### config.mk
export PLATFORM = sky130hd
export DESIGN_NAME = puf_eval_ctrl_flat
export DESIGN_NICKNAME = d
export VERILOG_FILES = /design/src/rtl/puf_eval_ctrl_if.sv /design/src/rtl/puf_eval_ctrl.sv /design/src/flat_wrapper.sv
export SDC_FILE = /design/constraint.sdc
export NUM_CORES = 1
export LEC_CHECK = 0
export BUFFER_PORTS_ARGS = -buffer_cell sky130_fd_sc_hd__buf_2
export CORE_MARGIN = 2
export CORE_UTILIZATION = 25
export DETAILED_ROUTE_END_ITERATION = 10
export SKIP_CTS_REPAIR_TIMING = 1
export SYNTH_ARGS = -nofsm -noshare
export SYNTH_HDL_FRONTEND = slang
export SYNTH_SLANG_ARGS = --single-unit
### constraint.sdc
create_clock -name wb_clk_i -period 14.03 [get_ports wb_clk_i]
set_input_delay 2.1045 -clock wb_clk_i [delete_from_list [all_inputs] [get_ports wb_clk_i]]
set_output_delay 2.1045 -clock wb_clk_i [all_outputs]
set_load 0.01 [all_outputs]
### src/rtl/puf_eval_ctrl_if.sv
// Wishbone classic slave bundle for the PUF evaluation controller.
interface puf_eval_ctrl_if;
  logic        wbs_cyc_i;
  logic        wbs_stb_i;
  logic        wbs_we_i;
  logic [3:0]  wbs_sel_i;
  logic [31:0] wbs_adr_i;
  logic [31:0] wbs_dat_i;
  logic        wbs_ack_o;
  logic [31:0] wbs_dat_o;

  modport master (
    output wbs_cyc_i, wbs_stb_i, wbs_we_i, wbs_sel_i, wbs_adr_i, wbs_dat_i,
    input  wbs_ack_o, wbs_dat_o
  );

  modport slave (
    input  wbs_cyc_i, wbs_stb_i, wbs_we_i, wbs_sel_i, wbs_adr_i, wbs_dat_i,
    output wbs_ack_o, wbs_dat_o
  );
endinterface

### src/rtl/puf_eval_ctrl.sv
// Bistable-ring PUF evaluation engine: challenge register, reset/settle
// sequencing, VOTES-fold sampling with per-bit majority and instability mask.
//
// state     | meaning
// ----------+-------------------------------------------------------------
// S_IDLE    | ring held in reset, waiting for a start write
// S_ARM     | ring held in reset for RST_CYC cycles
// S_SETTLE  | ring released, settling for SETTLE cycles
// S_SAMPLE  | one cycle: accumulate synced response into per-bit counters
// S_RESOLVE | one cycle: majority/instability computed, done + irq raised
module puf_eval_ctrl #(
  parameter int BITS    = 32,
  parameter int VOTES   = 5,
  parameter int RST_CYC = 2,
  parameter int SETTLE  = 8
) (
  input  logic              wb_clk_i,
  input  logic              wb_rst_i,
  puf_eval_ctrl_if.slave    wbs,
  output logic [BITS-1:0]   puf_challenge_o,
  output logic              puf_reset_o,
  input  logic [BITS-1:0]   puf_rsp_i,
  output logic              busy_o,
  output logic              done_irq_o,
  output logic              resp_parity_o
);

  localparam int CW   = $clog2(VOTES + 1);
  localparam int TMAX = (RST_CYC > SETTLE) ? RST_CYC : SETTLE;
  localparam int TW   = (TMAX > 1) ? $clog2(TMAX + 1) : 1;

  typedef enum logic [2:0] {
    S_IDLE, S_ARM, S_SETTLE, S_SAMPLE, S_RESOLVE
  } state_t;

  state_t            state_q, state_d;
  logic [TW-1:0]     tmr_q, tmr_d;
  logic [CW-1:0]     idx_q, idx_d;
  logic [CW-1:0]     cnt_q [BITS];
  logic [CW-1:0]     cnt_d [BITS];
  logic [BITS-1:0]   chal_q, chal_d;
  logic [BITS-1:0]   resp_q, resp_d;
  logic [BITS-1:0]   unst_q, unst_d;
  logic [BITS-1:0]   sync1_q, sync1_d;
  logic [BITS-1:0]   sync2_q, sync2_d;
  logic              done_q, done_d;
  logic              busy_q, busy_d;
  logic              irq_q, irq_d;
  logic              par_q, par_d;
  logic              ack_q, ack_d;
  logic [31:0]       rdat_q, rdat_d;

  logic              req, wr_fire, start_ok, clr_req;
  logic              sample_en, resolve_en, ring_rst;
  logic [1:0]        reg_sel;
  logic [31:0]       byte_mask;
  logic              unused_bus_bits;

  // Bus decode: a write takes effect on its ack cycle, while the master still holds it.
  assign req       = wbs.wbs_cyc_i & wbs.wbs_stb_i;
  assign reg_sel   = wbs.wbs_adr_i[3:2];
  assign wr_fire   = ack_q & req & wbs.wbs_we_i;
  assign start_ok  = wr_fire & (reg_sel == 2'd0) & wbs.wbs_dat_i[0] & ~busy_q;
  assign clr_req   = wr_fire & (reg_sel == 2'd0) & wbs.wbs_dat_i[1];
  assign byte_mask = {{8{wbs.wbs_sel_i[3]}}, {8{wbs.wbs_sel_i[2]}},
                      {8{wbs.wbs_sel_i[1]}}, {8{wbs.wbs_sel_i[0]}}};
  assign unused_bus_bits = ^{wbs.wbs_adr_i[31:4], wbs.wbs_adr_i[1:0],
                             wbs.wbs_dat_i, wbs.wbs_sel_i};

  // State register.
  always_ff @(posedge wb_clk_i or posedge wb_rst_i) begin
    if (wb_rst_i) state_q <= S_IDLE;
    else          state_q <= state_d;
  end

  // Next-state logic; timers are down-counters that hand over at zero.
  always_comb begin
    state_d = state_q;
    case (state_q)
      S_IDLE:    if (start_ok) state_d = S_ARM;
      S_ARM:     if (tmr_q == '0) state_d = S_SETTLE;
      S_SETTLE:  if (tmr_q == '0) state_d = S_SAMPLE;
      S_SAMPLE:  state_d = (idx_q == CW'(VOTES - 1)) ? S_RESOLVE : S_ARM;
      S_RESOLVE: state_d = S_IDLE;
      default:   state_d = S_IDLE;
    endcase
  end

  // State-decoded controls: the ring only runs during SETTLE and SAMPLE.
  always_comb begin
    ring_rst   = 1'b1;
    sample_en  = 1'b0;
    resolve_en = 1'b0;
    case (state_q)
      S_SETTLE:  ring_rst   = 1'b0;
      S_SAMPLE:  begin ring_rst = 1'b0; sample_en = 1'b1; end
      S_RESOLVE: resolve_en = 1'b1;
      default:   ring_rst   = 1'b1;
    endcase
  end

  // Datapath next values: bus registers, timer, vote accumulation and resolution.
  always_comb begin
    ack_d   = req & ~ack_q;
    rdat_d  = rdat_q;
    if (req & ~ack_q) begin
      rdat_d = '0;
      case (reg_sel)
        2'd0:    rdat_d[1:0]      = {done_q, busy_q};
        2'd1:    rdat_d[BITS-1:0] = chal_q;
        2'd2:    rdat_d[BITS-1:0] = resp_q;
        default: rdat_d[BITS-1:0] = unst_q;
      endcase
    end

    chal_d = chal_q;
    if (wr_fire && reg_sel == 2'd1 && !busy_q)
      chal_d = (chal_q & ~byte_mask[BITS-1:0]) | (wbs.wbs_dat_i[BITS-1:0] & byte_mask[BITS-1:0]);

    busy_d = busy_q;
    if (start_ok)        busy_d = 1'b1;
    else if (resolve_en) busy_d = 1'b0;

    // Start beats a same-cycle clear; completion beats a same-cycle clear.
    done_d = done_q;
    if (start_ok)        done_d = 1'b0;
    else if (resolve_en) done_d = 1'b1;
    else if (clr_req)    done_d = 1'b0;

    irq_d = resolve_en;

    tmr_d = tmr_q;
    if (state_q != S_ARM && state_d == S_ARM)              tmr_d = TW'(RST_CYC - 1);
    else if (state_q != S_SETTLE && state_d == S_SETTLE)   tmr_d = TW'(SETTLE - 1);
    else if (tmr_q != '0)                                  tmr_d = tmr_q - TW'(1);

    idx_d = idx_q;
    cnt_d = cnt_q;
    if (start_ok) begin
      idx_d = '0;
      for (int i = 0; i < BITS; i++) cnt_d[i] = '0;
    end else if (sample_en) begin
      idx_d = idx_q + CW'(1);
      for (int i = 0; i < BITS; i++) cnt_d[i] = cnt_q[i] + CW'(sync2_q[i]);
    end

    resp_d = resp_q;
    unst_d = unst_q;
    if (resolve_en) begin
      for (int i = 0; i < BITS; i++) begin
        resp_d[i] = (cnt_q[i] > CW'(VOTES / 2));
        unst_d[i] = (cnt_q[i] != '0) && (cnt_q[i] != CW'(VOTES));
      end
    end

    par_d   = ^resp_q;
    sync1_d = puf_rsp_i;
    sync2_d = sync1_q;
  end

  // Datapath registers; reset aborts any measurement and clears results.
  always_ff @(posedge wb_clk_i or posedge wb_rst_i) begin
    if (wb_rst_i) begin
      tmr_q   <= '0;
      idx_q   <= '0;
      for (int i = 0; i < BITS; i++) cnt_q[i] <= '0;
      chal_q  <= '0;
      resp_q  <= '0;
      unst_q  <= '0;
      sync1_q <= '0;
      sync2_q <= '0;
      done_q  <= 1'b0;
      busy_q  <= 1'b0;
      irq_q   <= 1'b0;
      par_q   <= 1'b0;
      ack_q   <= 1'b0;
      rdat_q  <= '0;
    end else begin
      tmr_q   <= tmr_d;
      idx_q   <= idx_d;
      cnt_q   <= cnt_d;
      chal_q  <= chal_d;
      resp_q  <= resp_d;
      unst_q  <= unst_d;
      sync1_q <= sync1_d;
      sync2_q <= sync2_d;
      done_q  <= done_d;
      busy_q  <= busy_d;
      irq_q   <= irq_d;
      par_q   <= par_d;
      ack_q   <= ack_d;
      rdat_q  <= rdat_d;
    end
  end

  assign wbs.wbs_ack_o   = ack_q;
  assign wbs.wbs_dat_o   = rdat_q;
  assign puf_challenge_o = chal_q;
  assign puf_reset_o     = ring_rst;
  assign busy_o          = busy_q;
  assign done_irq_o      = irq_q;
  assign resp_parity_o   = par_q;

endmodule

### src/flat_wrapper.sv
// flat-port wrapper written by rule: the top's interface ports become plain ports
module puf_eval_ctrl_flat 
#(
  parameter int BITS    = 32,
  parameter int VOTES   = 5,
  parameter int RST_CYC = 2,
  parameter int SETTLE  = 8
)
  (wb_clk_i, wb_rst_i, puf_challenge_o, puf_reset_o, puf_rsp_i, busy_o, done_irq_o, resp_parity_o, wbs_wbs_cyc_i, wbs_wbs_stb_i, wbs_wbs_we_i, wbs_wbs_sel_i, wbs_wbs_adr_i, wbs_wbs_dat_i, wbs_wbs_ack_o, wbs_wbs_dat_o);
  puf_eval_ctrl_if wbs_i ();
  input  logic wb_clk_i;
  input  logic wb_rst_i;
  output logic [BITS-1:0] puf_challenge_o;
  output logic puf_reset_o;
  input  logic [BITS-1:0] puf_rsp_i;
  output logic busy_o;
  output logic done_irq_o;
  output logic resp_parity_o;
  input wire logic [$bits(wbs_i.wbs_cyc_i)-1:0] wbs_wbs_cyc_i;
  input wire logic [$bits(wbs_i.wbs_stb_i)-1:0] wbs_wbs_stb_i;
  input wire logic [$bits(wbs_i.wbs_we_i)-1:0] wbs_wbs_we_i;
  input wire logic [$bits(wbs_i.wbs_sel_i)-1:0] wbs_wbs_sel_i;
  input wire logic [$bits(wbs_i.wbs_adr_i)-1:0] wbs_wbs_adr_i;
  input wire logic [$bits(wbs_i.wbs_dat_i)-1:0] wbs_wbs_dat_i;
  output wire logic [$bits(wbs_i.wbs_ack_o)-1:0] wbs_wbs_ack_o;
  output wire logic [$bits(wbs_i.wbs_dat_o)-1:0] wbs_wbs_dat_o;
  assign wbs_i.wbs_cyc_i = wbs_wbs_cyc_i;
  assign wbs_i.wbs_stb_i = wbs_wbs_stb_i;
  assign wbs_i.wbs_we_i = wbs_wbs_we_i;
  assign wbs_i.wbs_sel_i = wbs_wbs_sel_i;
  assign wbs_i.wbs_adr_i = wbs_wbs_adr_i;
  assign wbs_i.wbs_dat_i = wbs_wbs_dat_i;
  assign wbs_wbs_ack_o = wbs_i.wbs_ack_o;
  assign wbs_wbs_dat_o = wbs_i.wbs_dat_o;
  puf_eval_ctrl #(.BITS(BITS), .VOTES(VOTES), .RST_CYC(RST_CYC), .SETTLE(SETTLE)) u_core (.wb_clk_i(wb_clk_i), .wb_rst_i(wb_rst_i), .wbs(wbs_i), .puf_challenge_o(puf_challenge_o), .puf_reset_o(puf_reset_o), .puf_rsp_i(puf_rsp_i), .busy_o(busy_o), .done_irq_o(done_irq_o), .resp_parity_o(resp_parity_o));
endmodule
---- Word-level counts from Yosys, hierarchy flattened ----
Cells that the tools add are included.
W data, S select, Z words.
storage, ports and cells
  word-level logic and storage cells ...... 270
  output and inout bits ................... 69
  input bits .............................. 105
  register bits ........................... 303
cells by class
  $add $sub $neg .......................... 34
  magnitude comparators ................... 32
  bitwise gates (word level) .............. 14
  mux-type cells .......................... 22
  equality and inequality tests ........... 43
  reduce and logical (&&, ||, !) cells .... 79
operators with widths
  cell                   count
  $mux W96               2
  $reduce_bool A3 Y1     34
  $add A3 B1 Y3          32
  $gt A3 B2 Y1 const B   32
  $ne A3 B3 Y1 const B   32
  $pmux W30 S3           1
  $and A32 B32 Y32       2
  $logic_and A1 B1 Y1    36
  $not A32 Y32           1
  $or A32 B32 Y32        1
  $reduce_xor A32 Y1     1
  $mux W3                6
  $mux W4                3
  $pmux W3 S4            1
  $eq A3 B2 Y1 const B   3
  $and A1 B1 Y1          8
  $mux W1                8
  $eq A3 B1 Y1 const B   2
  $eq A3 B3 Y1 const B   2
  $pmux W2 S3            1
  $logic_not A4 Y1       1
  $reduce_bool A2 Y1     2
  $reduce_bool A4 Y1     1
  $sub A4 B1 Y4 const B  1
  other kinds (10)       11

---- Logic depth before layout (Yosys ltp) ----
Gate-level depths: netlist of the first run.
  depth after elaboration ................. 12
  gate-level depth with buffers ........... 7

---- Least setup slack after synthesis of the first run ----
Ideal clock, no wire load.
  path kind ............................... in2reg
  from .................................... in wbs_wbs_adr_i[3]
  to ...................................... reg with a tool-made name
  path slack .............................. 10689 ps
  buffers on the path ..................... 2
  data arrival time ....................... 3216 ps
  required time ........................... 13905 ps
  stages .................................. 6
  cells stage by stage .................... buf_4 nor3_2 and3b_1 and2_1 buf_4 mux2_2
RTL lines
  item             line                text
  start, declared  flat_wrapper.sv:23  input wire logic [$bits(wbs_i.wbs_adr_i)-1:0] wbs_wbs_adr_i;

---- Final worst setup path of the first run ----
  from .................................... in wbs_wbs_adr_i[2]
  to ...................................... reg u_core.tmr_q[2]
on the way
  cells in the longest elaborated chain, start to end .. 10
  elaborated cells on any way between the ends .. 13
  classes of those cells .................. 2 x eq/ne; 4 x mux; 3 x bitwise; 4 x reduce/logical
ends and longest elaborated chain
  item                             line                  text
  $logic_not A2 Y1 (*)             puf_eval_ctrl.sv:63   assign start_ok = wr_fire & (reg_sel == 2'd0) & wbs.wbs_dat_i[0] & ~busy_q;
  $and A1 B1 Y1 (*) (3 in series)  puf_eval_ctrl.sv:63
  $mux W3 (*)                      puf_eval_ctrl.sv:80   S_IDLE: if (start_ok) state_d = S_ARM;
  $pmux W3 S4 (*)                  puf_eval_ctrl.sv:79   case (state_q)
  $eq A3 B2 Y1                     puf_eval_ctrl.sv:134  else if (state_q != S_SETTLE && state_d == S_SETTLE) tmr_d = TW'(SETTLE - 1);
  $logic_and A1 B1 Y1              puf_eval_ctrl.sv:134
  $mux W4                          puf_eval_ctrl.sv:134
  $mux W4                          puf_eval_ctrl.sv:133  if (state_q != S_ARM && state_d == S_ARM) tmr_d = TW'(RST_CYC - 1);
  end signal, assigned             puf_eval_ctrl.sv:179  tmr_q <= tmr_d;
  end, declared                    puf_eval_ctrl.sv:37   logic [TW-1:0] tmr_q, tmr_d;
Mark *: on every way between the ends. The rest lies on a longest branch, timed or not.
A chain may end at the register's enable or synchronous reset.

==> results of run 1 <==
## cell usage after synthesis (4+ instances only)
cell and count:
dfrtp_1 303, nand2_1 297, a21oi_1 101, o21ai_0 95, xor2_1 68, ha_1 67
mux2_2 61, nor2_1 43, a22oi_1 30, xnor2_1 29, clkbuf_1 28, buf_2 23
buf_4 13, inv_1 7, and2_1 5, mux2_1 4
## through the flow
stage / power (mW) / worst slack [ns]
2_1_floorplan: 1.85 / 3.55
3_3_place_gp: 2.03 / 9.50
3_5_place_dp: 2.07 / 9.47
4_1_cts: 3.07 / 10.05
5_1_grt: 3.24 / 9.79
6_report: 3.01 / 10.19
## area by class of cell
| cell class | instances | area (sq um) | area share |
|---|---|---|---|
| sequential | 303 | 7580 | 0.481 |
| timing repair buffer | 155 | 806 | 0.0511 |
| multi-input combinational | 829 | 5220 | 0.331 |
| clock inverter | 9 | 134 | 0.00849 |
| tap | 688 | 861 | 0.0546 |
| inverter | 7 | 33.8 | 0.00214 |
| clock buffer | 59 | 1130 | 0.0716 |
## power breakdown
group          internal (mW)  leakage [nW]  switching [mW]  total [mW]
registers               1.11          3.78           0.221        1.33
clock network          0.593         0.610           0.378       0.971
logic                  0.348          3.03           0.361       0.710
total                   2.05          7.42           0.961        3.01
## cell families after synthesis
| logic type | Yosys count |
|---|---|
| xor gates and xnor gates | 97 |
| buffers and inverters | 73 |
| AOI/OAI and AO/OA | 232 |
| adders and majority gates | 67 |
| muxes | 69 |
| and+or+nand+nor | 364 |
| DFF | 303 |
## path summary, 6_finish.rpt
check / from / to / slack [ns] / depth (start not counted)
max: wbs_wbs_adr_i[2] / u_core.tmr_q[2] / 10.19 / 7
min: u_core.sync1_q[28] / u_core.sync2_q[28] / 0.33 / 0
max reg2reg: u_core.state_q[1] / u_core.cnt_q[53] / 11.62 / 7
min reg2reg: u_core.sync1_q[28] / u_core.sync2_q[28] / 0.33 / 0
max in group asynchronous: wb_rst_i / u_core.cnt_q[19] / 10.23 / 4
min in group asynchronous: wb_rst_i / u_core.sync1_q[31] / 1.65 / 2
## worst max-delay path: cells and delay by family
family,cells,cell delay [ns]
compound gates,2,0.38
buf+inv,2,1.10
simple gates,3,0.59
## routing by layer
layer | GRT usage | wire length [um] | up-vias
met5 | 0 | 0 | -
met4 | 0.0470 | 926 | 0
met3 | 0.0233 | 1470 | 56
met2 | 0.190 | 14400 | 161
met1 | 0.151 | 14100 | 4311
li1 | - | - | 4278
==> summary.md, run 1 <==
| Metric | Value |
|---|---|
| Status | `completed` |
| Final Cycle Share | `0.273` |
| Layout filler cell count | `5346` |
| Mux cell area share after synthesis | `0.0606` |
| Fin area | `0.0158 sq mm` |
| Die X | `233 um` |
| Global-route wire length before repair | `49.2 mm` |
| Worst-path clk slew | `0.06 ns` |
| Vias in the first global route | `8923` |
| Max IR drop VDD | `0.0000841 V` |
| Synth top area cells | `dfrtp_1, nand2_1, ha_1` |
| CTS tree | `done` |
| Worst Path Required | `14.43 ns` |
| Fmax | `261 MHz` |
| I/O pin count | `174` |
| Max-cap violations | `0` |
| Total track usage | `0.117` |
| Most common cell after layout, fill and taps aside | `dfrtp_1` |
| Largest family of logic cells by synthesized area | `simple AND/OR/NAND/NOR gates` |
| Total number of vias | `8806` |
| DR pass1 iterations | `5` |
| Post-Route Utilization | `0.302` |
| Adder-Cell Fraction of Synth Area | `0.0638` |
| Share of layout cells above drive strength 1 | `0.210` |
| Cells after DPL | `1982` |
| Finish-stage setup viols | `0` |
| Synth Area in Compound Gates | `0.0952` |
| GPL Wtd Cong | `0.734` |
| RSZ-0062 raised after global routing | `false` |
| Grt total ovfl | `0` |
| Pleak | `7.42 nW` |
| Clk_lat worst skew | `0.54 ns` |
| DR DRC count | `0` |
| Final hold vios | `0` |
| Final #Nets | `1505` |
| Ant diodes | `0` |
| Crit path kind | `in2reg` |
| CTS sink count | `303` |
| Syn Nets | `1377` |
| Share of the synthesized area in the top cell type | `0.577` |
| H-tree depth | `2` |
| Gate Count Post-Synth | `1205` |
| CTS buffer count | `37` |
| Count of warnings emitted by yosys | `0` |
| Syn Std Cell Area | `0.0131 sq mm` |
| Dpl hpwl | `19.8 mm` |
| Worst-path maximum fanout | `104` |
| Number of synthesized register bits | `303` |
| Via density | `4.30` |
| Syn-to-layout area delta | `20.0%` |
| Ys async rst share | `1.00` |
| DP Area | `0.0145 sq mm` |
| Largest net degree at the start of global routing | `105` |
| Slew HR | `0.174` |
| Root Driver | `clkbuf_16` |
| CP Launch Type | `input pin` |
| Critical-path top delay cell | `buf_4` |
| Synth Area per Inst | `10.9 sq um` |
| Row Count | `84` |
| Antenna Nets Post-Route | `0` |
| Initial antenna violation count | `1` |
| Synth Area in XOR/XNOR | `0.0646` |
| Yosys cell types | `38` |
| Hold Path Class | `reg2reg` |
| Crit. End Element | `flop` |
| Register area share after synthesis | `0.577` |
| Core Region | `0.0522 sq mm` |
| Die area | `0.0544 sq mm` |
| CP arrival | `4.24 ns` |
| Power Dens Cells | `191 mW/mm^2` |
| DR WL/cell | `15.1 um` |
| CP max stage delay | `0.89 ns` |
| Cells along the critical path | `buf_2, nand4b_4, nor4_4, buf_4, nand2_1, a21oi_2, o21ai_0` |
| Initial DRC Count | `389` |
| IO Port Bufs | `143` |
| Primary FF master, synth | `dfrtp_1` |
| Fin. max-slew vios | `0` |
| Synth Area in Simple Gates | `0.112` |
| Final Non-Filler Cells | `2050` |
| Layout Skew | `0.0208 ns` |
| Most frequent cells in the layout | `dfrtp_1, nand2_1, buf_2, a21oi_1, o21ai_0` |
| Initial Utilization | `0.252` |
| Slew @ Worst Pin | `1.24 ns` |
| Chip height | `233 um` |
| Yosys top cell by area | `dfrtp_1` |
| Setup TNS | `0 ns` |
| Final hold slack | `0.335 ns` |
| Number of synthesized flops with an enable pin | `0` |
| CTS Buffer Depth | `3` |
| Min Tclk post-route | `3.84 ns` |
| Post-Route WL | `30.9 mm` |
(Power assumes the default switching activity.)
==> run 2: changes to the inputs <==
--- a/config.mk
+++ b/config.mk
@@ -5,6 +5,7 @@
 export SDC_FILE = /design/constraint.sdc
 export NUM_CORES = 1
 export LEC_CHECK = 0
+export ABC_AREA = 1
 export BUFFER_PORTS_ARGS = -buffer_cell sky130_fd_sc_hd__buf_2
 export CORE_MARGIN = 2
 export CORE_UTILIZATION = 25
==> constraint.sdc (replaced) <==
create_clock -name wb_clk_i -period 3.7 [get_ports wb_clk_i]
set_input_delay 0.555 -clock wb_clk_i [delete_from_list [all_inputs] [get_ports wb_clk_i]]
set_output_delay 0.555 -clock wb_clk_i [all_outputs]
set_load 0.01 [all_outputs]
==> summary.md, run 2 <==
| Metric | Value |
|---|---|
| CTS sink count | `303` |
| Total number of vias | `10700` |
| FF+latch area | `0.00758 sq mm` |
| R2r setup slk | `1.67 ns` |
| Critical-path top delay cell | `buf_4` |
| Fin area | `0.0167 sq mm` |
| CP arrival | `2.49 ns` |
| Post-Route Utilization | `0.302` |
| Register area share after synthesis | `0.545` |
| Pre-CTS WS | `1.36 ns` |
| Slew @ Worst Pin | `1.08 ns` |
| Die X | `240 um` |
| R2r startpoint | `u_core.busy_o` |
| DR WL/cell | `14.4 um` |
| Dpl hpwl | `24.1 mm` |
| Syn Nets | `1746` |
| Ys async rst share | `1.00` |
| Sw Share | `0.265` |
| Number of synthesized flops with an enable pin | `0` |
| Layout Skew | `0.0204 ns` |
| Number of synthesized register bits | `303` |
| Fmax | `492 MHz` |
| Finish-stage setup viols | `0` |
| Crit path kind | `reg2reg` |
| M1 WL | `16.7 mm` |
| Initial Utilization | `0.252` |
| Initial DRC Count | `465` |
| Primary FF master, synth | `dfrtp_1` |
| Most frequent cells after synthesis | `nand2_1, dfrtp_1, inv_1` |
| GPL Wtd Cong | `0.800` |
| IO Port Bufs | `143` |
| CP max stage delay | `0.79 ns` |
| CP startpoint | `u_core.busy_o` |
| Cells after DPL | `2421` |
| Slew HR | `0.280` |
| Pint | `6.18 mW` |
| Count of warnings emitted by yosys | `0` |
| Max layer used | `met4` |
| Core Region | `0.0551 sq mm` |
| Min Tclk post-route | `2.03 ns` |
| Largest net degree at the start of global routing | `129` |
| Hold Path Class | `in2async` |
| Synth Area per Inst | `8.83 sq um` |
| Net switching power | `2.23 mW` |
| Initial antenna violation count | `1` |
| Syn Std Cell Area | `0.0139 sq mm` |
| Vias in the first global route | `10700` |
| Gate Count Post-Synth | `1574` |
| Via density | `4.32` |
| Syn-to-layout area delta | `19.8%` |
| Fin. max-slew vios | `0` |
| Gate power share | `0.109` |
| CTS buffer count | `38` |
| I/O pin count | `174` |
| Met3 wire length | `1.87 mm` |
| RSZ-0062 raised after global routing | `false` |
| CTS tree | `done` |
| Clock group share of total power | `0.437` |
| Final hold slack | `0.0814 ns` |
| Global-route wire length before repair | `57.2 mm` |
| Grt total ovfl | `0` |
| WL met2 | `16.3 mm` |
| Final Cycle Share | `0.549` |
| DP Area | `0.0154 sq mm` |
| Chip height | `240 um` |
| Worst-path maximum fanout | `88` |
| Status | `completed` |
| Worst Path Required | `4.16 ns` |
| Final hold vios | `0` |
| Sequential power share | `0.454` |
| CTS Buffer Depth | `3` |
| Multi-input logic area | `0.00507 sq mm` |
| DR DRC count | `0` |
| Share of the synthesized area in the top cell type | `0.545` |
| Die area | `0.0575 sq mm` |
| Pleak | `8.36 nW` |
| Post-Route WL | `36.0 mm` |
| Synth top area cells | `dfrtp_1, nand2_1, inv_1` |
| Share of layout cells above drive strength 1 | `0.137` |
| Row Count | `86` |
| Root Driver | `clkbuf_16` |
| Antenna Nets Post-Route | `0` |
| Worst-path clk slew | `0.06 ns` |
| Total track usage | `0.128` |
| Worst Slack Setup Final | `1.67 ns` |
| Yosys cell types | `33` |
| Top-count cell post-synth | `nand2_1` |
| Clk_lat worst skew | `0.55 ns` |
| Max-cap violations | `0` |
| Cells along the critical path | `nor2_1, nand3_4, buf_4, o21ai_0, a21oi_1` |
| Max IR drop VDD | `0.000279 V` |
| Total power | `8.42 mW` |
| Final #Nets | `1885` |
| Most common cell after layout, fill and taps aside | `nand2_1` |
| Power Dens Cells | `505 mW/mm^2` |
| DR pass1 iterations | `4` |
| Crit. End Element | `flop` |
| Setup TNS | `0 ns` |
| Ant diodes | `0` |
| CP Launch Type | `flop` |
| H-tree depth | `2` |
| Final Non-Filler Cells | `2490` |
| Yosys top cell by area | `dfrtp_1` |
| Most frequent cells in the layout | `nand2_1, dfrtp_1, inv_1, buf_2, nor2_1` |
| Layout filler cell count | `5835` |
## run 2: cell count changes in the layout (fill, tap and decap cells not counted), sizes merged, moves of 38 or more
cell   delta
a31oi    +97
inv     +241
mux2     -62
nand2    +44
nand3    +38
nor2     +99
xor2     -55
## run 2: kinds of logic (layout without fill, tap and decap cells)
family / after synthesis / after routing / share of synthesized area
AOI/OAI and AO/OA: 335 / 335 / 0.133
xor gates and xnor gates: 25 / 25 / 0.0157
adders and majority gates: 67 / 67 / 0.0603
buffers and inverters: 313 / 481 / 0.0904
DFF: 303 / 303 / 0.545
muxes: 5 / 5 / 0.00387
and+or+nand+nor: 526 / 526 / 0.151
## run 2: area by class of cell
type	count	share of cell area
Sequential cell	303	0.455
Multi-Input combinational cell	958	0.305
Clock buffer	55	0.0658
Inverter	251	0.0568
Tap cell	748	0.0562
Timing Repair Buffer	161	0.0533
Clock inverter	14	0.00826
## run 2: final timing paths
path / cells after the start / to
min in group wb_clk_i: 1 / u_core.sync1_q[9]
hold / removal: 2 / u_core.cnt_q[55]
setup reg to reg: 5 / u_core.cnt_q[92]
hold reg to reg: 0 / u_core.sync2_q[3]
max in group asynchronous: 3 / u_core.resp_q[23]
setup / recovery: 5 / u_core.cnt_q[92]
## run 2: metal layers
metal  global-route usage  up-vias
met2                0.209      195
li1                     -     5350
met3               0.0302       57
met4               0.0416        0
met1                0.167     5145
met5                    0        -
## run 2: critical path: cells and delay by family (launching register included)
kind	cells	cell delay [ns]
AO/OA/AOI/OAI	2	0.40
buffers and inverters	1	0.79
flip-flops	1	0.50
AND/OR/NAND/NOR	2	0.24
## run 2: power groups by stage
stage / Sequential [mW] / Combinational, mW / Clock, mW
final: 3.82 / 0.914 / 3.68
after floorplan: 3.85 / 0.648 / 0
after detailed placement: 3.88 / 0.928 / 0
after CTS: 3.82 / 0.934 / 3.82
after global placement: 3.86 / 0.887 / 0
after global routing: 3.86 / 1.10 / 3.94
